$ cat config.mk
export PLATFORM = sky130hd
export DESIGN_NAME = multi_letter_pattern_detector_flat
export DESIGN_NICKNAME = d
export VERILOG_FILES = /design/src/rtl/multi_letter_pattern_detector_pkg.sv /design/src/rtl/multi_letter_pattern_detector_if.sv /design/src/rtl/multi_letter_pattern_detector_letter_symbol_select.sv /design/src/rtl/multi_letter_pattern_detector.sv /design/src/flat_wrapper.sv
export SDC_FILE = /design/constraint.sdc
export NUM_CORES = 1
export LEC_CHECK = 0
export CORE_MARGIN = 5
export CORE_UTILIZATION = 48
export DETAILED_ROUTE_END_ITERATION = 16
export HOLD_SLACK_MARGIN = 0.03
export PLACE_DENSITY_LB_ADDON = 0.1
export SLEW_MARGIN = 20
export SYNTH_ARGS = -nofsm -noshare
export SYNTH_HDL_FRONTEND = slang
export SYNTH_SLANG_ARGS = --single-unit
$ cat constraint.sdc
create_clock -name clk -period 3.1 [get_ports clk]
set_clock_uncertainty 0.2 [all_clocks]
set_input_delay 0.62 -clock clk [delete_from_list [all_inputs] [get_ports clk]]
set_output_delay 0.62 -clock clk [all_outputs]
set_load 0.01 [all_outputs]
$ cat src/rtl/multi_letter_pattern_detector_pkg.sv
// Shared types and constants for the multi-letter pattern detector.
// The default word is E = {11,10} followed by C = {11,00}, packed LSB-first.
package multi_letter_pattern_pkg;

    typedef enum logic {
        TRACK   = 1'b0,
        MATCHED = 1'b1
    } state_t;

    localparam logic [7:0] EC_PATTERN = 8'h3B;

endpackage

$ cat src/rtl/multi_letter_pattern_detector_if.sv
// Symbol stream, pattern control and result bundle for the pattern detector.
interface multi_letter_pattern_detector_if #(
    parameter int SYM_W           = 2,
    parameter int SYMS_PER_LETTER = 2,
    parameter int NUM_LETTERS     = 2,
    parameter int CNT_W           = 8
);
    localparam int PW = NUM_LETTERS * SYMS_PER_LETTER * SYM_W;

    logic [SYM_W-1:0]       sym_in;
    logic                   sym_valid;
    logic [PW-1:0]          pattern_in;
    logic                   pattern_load;
    logic                   clear;
    logic [NUM_LETTERS-1:0] letters_detected;
    logic                   match_pulse;
    logic [CNT_W-1:0]       match_count;

    modport master (
        output sym_in, sym_valid, pattern_in, pattern_load, clear,
        input  letters_detected, match_pulse, match_count
    );

    modport slave (
        input  sym_in, sym_valid, pattern_in, pattern_load, clear,
        output letters_detected, match_pulse, match_count
    );

endinterface

$ cat src/rtl/multi_letter_pattern_detector_letter_symbol_select.sv
// Picks the expected symbol at (letter_idx, sym_idx) and symbol 0 of the current letter.
// idx_ok is low for index combinations outside the pattern so the caller can recover.
module letter_symbol_select #(
    parameter int SYM_W           = 2,
    parameter int SYMS_PER_LETTER = 2,
    parameter int NUM_LETTERS     = 2,
    parameter int LI_W            = 1,
    parameter int SI_W            = 1
) (
    input  logic [NUM_LETTERS*SYMS_PER_LETTER*SYM_W-1:0] pattern,
    input  logic [LI_W-1:0]                              letter_idx,
    input  logic [SI_W-1:0]                              sym_idx,
    output logic [SYM_W-1:0]                             exp_sym,
    output logic [SYM_W-1:0]                             first_sym,
    output logic                                         idx_ok
);

    always_comb begin
        exp_sym   = '0;
        first_sym = '0;
        idx_ok    = 1'b0;
        for (int j = 0; j < NUM_LETTERS; j++) begin
            if (letter_idx == LI_W'(j)) begin
                first_sym = pattern[j*SYMS_PER_LETTER*SYM_W +: SYM_W];
                for (int k = 0; k < SYMS_PER_LETTER; k++) begin
                    if (sym_idx == SI_W'(k)) begin
                        exp_sym = pattern[(j*SYMS_PER_LETTER+k)*SYM_W +: SYM_W];
                        idx_ok  = 1'b1;
                    end
                end
            end
        end
    end

endmodule

$ cat src/rtl/multi_letter_pattern_detector.sv
// Programmable word detector: tracks letters of SYMS_PER_LETTER symbols each,
// reports per-letter progress, a match strobe and a saturating match count.
module multi_letter_pattern_detector
    import multi_letter_pattern_pkg::*;
#(
    parameter int SYM_W           = 2,
    parameter int SYMS_PER_LETTER = 2,
    parameter int NUM_LETTERS     = 2,
    parameter int CNT_W           = 8,
    parameter bit STICKY          = 1'b0,
    parameter logic [NUM_LETTERS*SYMS_PER_LETTER*SYM_W-1:0] PATTERN_RESET =
        (NUM_LETTERS*SYMS_PER_LETTER*SYM_W)'(EC_PATTERN)
) (
    input  logic clk,
    input  logic rst_n,
    multi_letter_pattern_detector_if.slave bus
);

    localparam int PW   = NUM_LETTERS * SYMS_PER_LETTER * SYM_W;
    localparam int LI_W = (NUM_LETTERS > 1) ? $clog2(NUM_LETTERS) : 1;
    localparam int SI_W = (SYMS_PER_LETTER > 1) ? $clog2(SYMS_PER_LETTER) : 1;
    localparam logic [LI_W-1:0] LI_LAST = LI_W'(NUM_LETTERS - 1);
    localparam logic [SI_W-1:0] SI_LAST = SI_W'(SYMS_PER_LETTER - 1);

    state_t                 state_q, state_d;
    logic [LI_W-1:0]        letter_idx_q, letter_idx_d;
    logic [SI_W-1:0]        sym_idx_q, sym_idx_d;
    logic [NUM_LETTERS-1:0] letters_q, letters_d;
    logic                   pulse_q, pulse_d;
    logic [CNT_W-1:0]       count_q, count_d;
    logic [PW-1:0]          pattern_q, pattern_d;
    logic [SYM_W-1:0]       exp_sym, first_sym;
    logic                   idx_ok;
    logic                   restart;

    letter_symbol_select #(
        .SYM_W           (SYM_W),
        .SYMS_PER_LETTER (SYMS_PER_LETTER),
        .NUM_LETTERS     (NUM_LETTERS),
        .LI_W            (LI_W),
        .SI_W            (SI_W)
    ) u_sel (
        .pattern    (pattern_q),
        .letter_idx (letter_idx_q),
        .sym_idx    (sym_idx_q),
        .exp_sym    (exp_sym),
        .first_sym  (first_sym),
        .idx_ok     (idx_ok)
    );

    always_ff @(posedge clk or negedge rst_n) begin
        if (!rst_n) begin
            state_q      <= TRACK;
            letter_idx_q <= '0;
            sym_idx_q    <= '0;
            letters_q    <= '0;
            pulse_q      <= 1'b0;
            count_q      <= '0;
            pattern_q    <= PATTERN_RESET;
        end else begin
            state_q      <= state_d;
            letter_idx_q <= letter_idx_d;
            sym_idx_q    <= sym_idx_d;
            letters_q    <= letters_d;
            pulse_q      <= pulse_d;
            count_q      <= count_d;
            pattern_q    <= pattern_d;
        end
    end

    always_comb begin
        state_d      = state_q;
        letter_idx_d = letter_idx_q;
        sym_idx_d    = sym_idx_q;
        letters_d    = letters_q;
        pulse_d      = 1'b0;
        count_d      = count_q;
        pattern_d    = pattern_q;
        restart      = 1'b0;

        if (bus.clear) begin
            restart = 1'b1;
            count_d = '0;
        end else if (bus.pattern_load) begin
            restart   = 1'b1;
            pattern_d = bus.pattern_in;
        end else begin
            case (state_q)
                TRACK: begin
                    if (!idx_ok) begin
                        restart = 1'b1;
                    end else if (bus.sym_valid) begin
                        if (bus.sym_in == exp_sym) begin
                            if (sym_idx_q != SI_LAST) begin
                                sym_idx_d = sym_idx_q + SI_W'(1);
                            end else if (letter_idx_q != LI_LAST) begin
                                for (int j = 0; j < NUM_LETTERS; j++)
                                    if (letter_idx_q == LI_W'(j)) letters_d[j] = 1'b1;
                                letter_idx_d = letter_idx_q + LI_W'(1);
                                sym_idx_d    = '0;
                            end else begin
                                letters_d = '1;
                                pulse_d   = 1'b1;
                                state_d   = MATCHED;
                                if (count_q != '1) count_d = count_q + CNT_W'(1);
                            end
                        end else if (sym_idx_q != '0) begin
                            // A miss may itself start a fresh attempt at the current letter
                            if (SYMS_PER_LETTER > 1 && bus.sym_in == first_sym)
                                sym_idx_d = SI_W'(1);
                            else
                                sym_idx_d = '0;
                        end
                    end
                end
                MATCHED: begin
                    if (!STICKY) restart = 1'b1;
                end
                default: restart = 1'b1;
            endcase
        end

        if (restart) begin
            state_d      = TRACK;
            letter_idx_d = '0;
            sym_idx_d    = '0;
            letters_d    = '0;
        end
    end

    assign bus.letters_detected = letters_q;
    assign bus.match_pulse      = pulse_q;
    assign bus.match_count      = count_q;

endmodule

$ cat src/flat_wrapper.sv
// flat-port wrapper written by rule: the top's interface ports become plain ports
module multi_letter_pattern_detector_flat import multi_letter_pattern_pkg::*;
#(
    parameter int SYM_W           = 2,
    parameter int SYMS_PER_LETTER = 2,
    parameter int NUM_LETTERS     = 2,
    parameter int CNT_W           = 8,
    parameter bit STICKY          = 1'b0,
    parameter logic [NUM_LETTERS*SYMS_PER_LETTER*SYM_W-1:0] PATTERN_RESET =
        (NUM_LETTERS*SYMS_PER_LETTER*SYM_W)'(EC_PATTERN)
)
  (clk, rst_n, bus_sym_in, bus_sym_valid, bus_pattern_in, bus_pattern_load, bus_clear, bus_letters_detected, bus_match_pulse, bus_match_count);
  multi_letter_pattern_detector_if #(.SYM_W(SYM_W), .SYMS_PER_LETTER(SYMS_PER_LETTER), .NUM_LETTERS(NUM_LETTERS), .CNT_W(CNT_W)) bus_i ();
  input  logic clk;
  input  logic rst_n;
  input wire logic [$bits(bus_i.sym_in)-1:0] bus_sym_in;
  input wire logic [$bits(bus_i.sym_valid)-1:0] bus_sym_valid;
  input wire logic [$bits(bus_i.pattern_in)-1:0] bus_pattern_in;
  input wire logic [$bits(bus_i.pattern_load)-1:0] bus_pattern_load;
  input wire logic [$bits(bus_i.clear)-1:0] bus_clear;
  output wire logic [$bits(bus_i.letters_detected)-1:0] bus_letters_detected;
  output wire logic [$bits(bus_i.match_pulse)-1:0] bus_match_pulse;
  output wire logic [$bits(bus_i.match_count)-1:0] bus_match_count;
  assign bus_i.sym_in = bus_sym_in;
  assign bus_i.sym_valid = bus_sym_valid;
  assign bus_i.pattern_in = bus_pattern_in;
  assign bus_i.pattern_load = bus_pattern_load;
  assign bus_i.clear = bus_clear;
  assign bus_letters_detected = bus_i.letters_detected;
  assign bus_match_pulse = bus_i.match_pulse;
  assign bus_match_count = bus_i.match_count;
  multi_letter_pattern_detector #(.SYM_W(SYM_W), .SYMS_PER_LETTER(SYMS_PER_LETTER), .NUM_LETTERS(NUM_LETTERS), .CNT_W(CNT_W), .STICKY(STICKY), .PATTERN_RESET(PATTERN_RESET)) u_core (.clk(clk), .rst_n(rst_n), .bus(bus_i));
endmodule
==> flow_metrics.env <==
export IMPL_grt_pass1_vias=797
export IMPL_cts_hold_buf=0
export IMPL_final_antenna_net_count=0
export IMPL_outcome="finished, final reports clean"
export IMPL_tightest_slew_ns=0.8447
export IMPL_synth_top_area_share_pct=37.34
export IMPL_ys_async_sr_fraction_pct=100.0
export IMPL_place_congestion=0.7376
export IMPL_total_power_uw=509.0
export IMPL_slew_headroom_pct=43.51
export IMPL_antenna_found_initial=0
export IMPL_wirelength_um=2145
export IMPL_cp_max_fo=10
export IMPL_ctsResizeCount=0
export IMPL_critPathRequiredTime_ns=3.15
export IMPL_drt_iter0_drc=0
export IMPL_cts_root_buf="clkbuf_4"
export IMPL_yosysWarnings=0
export IMPL_reg2reg_depth=5
export IMPL_post_drt_wl_per_cell_um=13.93
export IMPL_irDropWorstVdd_mv=0.2770
export IMPL_r2r_end="u_core.bus.match_count[7]$_DFFE_PN0P_"
export IMPL_synth_seq_area_share_pct=49.59
export IMPL_rsz0062_at_grt="false"
export IMPL_end_kind="flip-flop"
export IMPL_area_delta_synth_final_pct=28.35
export IMPL_die_area_um2=3279
export IMPL_r2r_start="u_core.letter_idx_q$_DFFE_PN0P_"
export IMPL_cts_setup_buffers=0
export IMPL_critPathKind="input pin to flip-flop"
export IMPL_hp_start="u_core.bus.letters_detected[1]$_DFFE_PN0P_"
export IMPL_clock_path_buffers=2
export IMPL_via_per_inst=5.201
export IMPL_fin_nets=143
export IMPL_synth_area_leaders="dfrtp_1 37%, dfstp_2 12%, mux2_2 8.4%, mux2i_1 4.7%, nor2_1 3.9%"
export IMPL_synth_top_area_cell="dfrtp_1"
export IMPL_multi_input_area_um2=490.5
export IMPL_numPortBuffers=25
export IMPL_grt_overflow=0
export IMPL_fin_tns_setup_ns=0
export IMPL_yosys_most_used_dff="dfrtp_1"
export IMPL_syn_area_um2=1072
export IMPL_cts_buffers_inserted=3
export IMPL_crit_end="u_core.bus.match_count[7]$_DFFE_PN0P_"
export IMPL_start_kind="input pin"
export IMPL_htreeDepth=1
export IMPL_hold_path_class="flip-flop to flip-flop"
export IMPL_slew_viol_final=0
export IMPL_ys_types=32
export IMPL_fin_util_pct=63.44
export IMPL_hpwl_um=1611
export IMPL_register_area_um2=531.8
export IMPL_power_leakage_uw=0.0005456
export IMPL_final_layout_size_suffix_gt1_share_pct=19.05
export IMPL_clk_pin_slew_worst_paths_ns=0.12
export IMPL_netlist_instances=98
export IMPL_fp_row_count=17
export IMPL_fillers=187
export IMPL_drcViolationCount=0
export IMPL_p_per_area_nw_per_um2=369.8
export IMPL_drt_first_pass_iters=1
export IMPL_synth_edff_count=0
export IMPL_ys_seq_elements=21
export IMPL_reg2reg_slack_ns=0.50
export IMPL_grt_pass1_wl_um=3615
export IMPL_synth_fp_nets=114
export IMPL_fmax_mhz=380.1
export IMPL_coreArea_um2=2170
export IMPL_cts_sinks=21
export IMPL_path_cells="clkdlybuf4s50_1 -> nand2b_1 -> mux2_4 -> or3_1 -> or4_1 -> a21oi_1"
export IMPL_final_min_clock_period_ns=2.631
export IMPL_groute_usage_overall_pct=14.30
export IMPL_initial_core_util_pct=49.42
export IMPL_max_cap_viol_count=0
export IMPL_clock_latency_ns=0.32
export IMPL_grt_max_degree=20
export IMPL_fin_crit_sh_pct=84.87
export IMPL_hold_viol=0
export IMPL_ios=26
export IMPL_die_w_um=57.27
export IMPL_cpPeakStageDelay_ns=0.50
export IMPL_setup_viol=0
export IMPL_syn_area_per_cell_um2=10.94
export IMPL_critPathArrivalTime_ns=2.68
export IMPL_crit_slowest_cell="or4_1"
export IMPL_crit_path_start="bus_sym_in[0]"
export IMPL_die_h_um=57.27
export IMPL_vias=801
export IMPL_diodes=0
export IMPL_cts_tree="yes"
worst min path at each step:
stage,slack (ns),endpoint,cells after the start
after floorplan,0.12,u_core.bus.letters_detected[1]$_DFFE_PN0P_,0
after global placement,0.28,u_core.bus.letters_detected[1]$_DFFE_PN0P_,2
after detailed placement,0.29,u_core.bus.letters_detected[1]$_DFFE_PN0P_,2
after CTS,0.32,u_core.bus.letters_detected[1]$_DFFE_PN0P_,2
after global routing,0.34,u_core.bus.letters_detected[1]$_DFFE_PN0P_,2
final,0.31,u_core.bus.letters_detected[1]$_DFFE_PN0P_,2
layout make-up:
type | instances | share of cell area, %
clock buffer | 3 | 1.636
sequential | 21 | 38.64
tap | 28 | 2.545
inverter | 3 | 0.8182
multi-input combinational | 69 | 35.64
timing repair buffer | 29 | 20.36
clock inverter | 1 | 0.3636
cells in the mapped netlist, types with 2 or more instances:
master   instances
mux2i_1          5
and3_1           2
inv_1            3
xor2_1           4
dfstp_2          5
a21oi_1          4
nor4_1           4
nand2_1          2
dfrtp_1         16
o21ai_0          2
nand3_1          6
mux2_2           8
nor3_1           2
a21o_1           2
xnor2_1          4
nor2_1          11
buf_6            2
or3_1            2
per-layer routing:
layer	vias to the layer above	global-route usage, %	routed length, um
met5	-	0	0
met4	0	5.960	35
met3	5	6.787	153
met2	17	21.53	975
met1	381	17.56	980
li1	398	-	-
stage by stage:
step,hold WS [ns],setup WS (ns),cell area [um^2],cells
final,0.3148,0.4689,1376,154
after global routing,0.3351,0.3655,1376,154
after CTS,0.3187,0.4865,1376,154
after detailed placement,0.2907,0.1519,1349,150
after global placement,0.2843,0.2297,1349,150
after floorplan,0.1244,0.7069,1072,98
power by group:
group | internal, uW | total [uW] | switching, uW
registers | 297 | 305 | 8.78
logic | 41.7 | 70.5 | 28.8
clock network | 48.3 | 133 | 84.7
layout by cell type, fill, tap and decap left out:
cell and count:
clkdlybuf4s50_1 25, dfrtp_1 16, nor2_1 11, mux2_2 8, nand3_1 6, mux2i_1 5
dfstp_2 5, xnor2_1 4, xor2_1 4, a21oi_1 4, nor4_1 4, buf_4 4
inv_1 3, clkbuf_4 3, or3_1 2, nand2_1 2, nor3_1 2, and3_1 2
o21ai_0 2, a21o_1 2, nand2b_1 1, mux2_4 1, nor2b_1 1, and2b_2 1
or4bb_2 1, a211oi_1 1, nand4_1 1, o31ai_1 1, or4_1 1, and2_1 1
ha_1 1, clkinv_2 1
worst max-delay path, delay by kind of cell:
kind / cells / cell delay (ns)
buffers and inverters: 1 / 0.46
multiplexers: 1 / 0.31
AND/OR/NAND/NOR: 3 / 1.12
AO/OA/AOI/OAI: 1 / 0.17
flip-flops by register name (all words and copies together), names as in the netlist:
signal	count
u_core.sym_idx_q	1
u_core.bus.match_count	8
u_core.pattern_q	8
u_core.bus.letters_detected	1
u_core.state_q	1
u_core.letter_idx_q	1
u_core.bus.match_pulse	1
logic make-up after synthesis:
kind of cell,after synthesis,synth area share [%]
AOI/OAI and AO/OA,10,5.601
xor gates and xnor gates,8,6.534
adders and majority gates,1,1.167
buffers and inverters,8,4.667
DFF,21,49.59
muxes,14,14.47
and+or+nand+nor,36,17.97
Note: power is estimated with default switching activity, not from simulation.
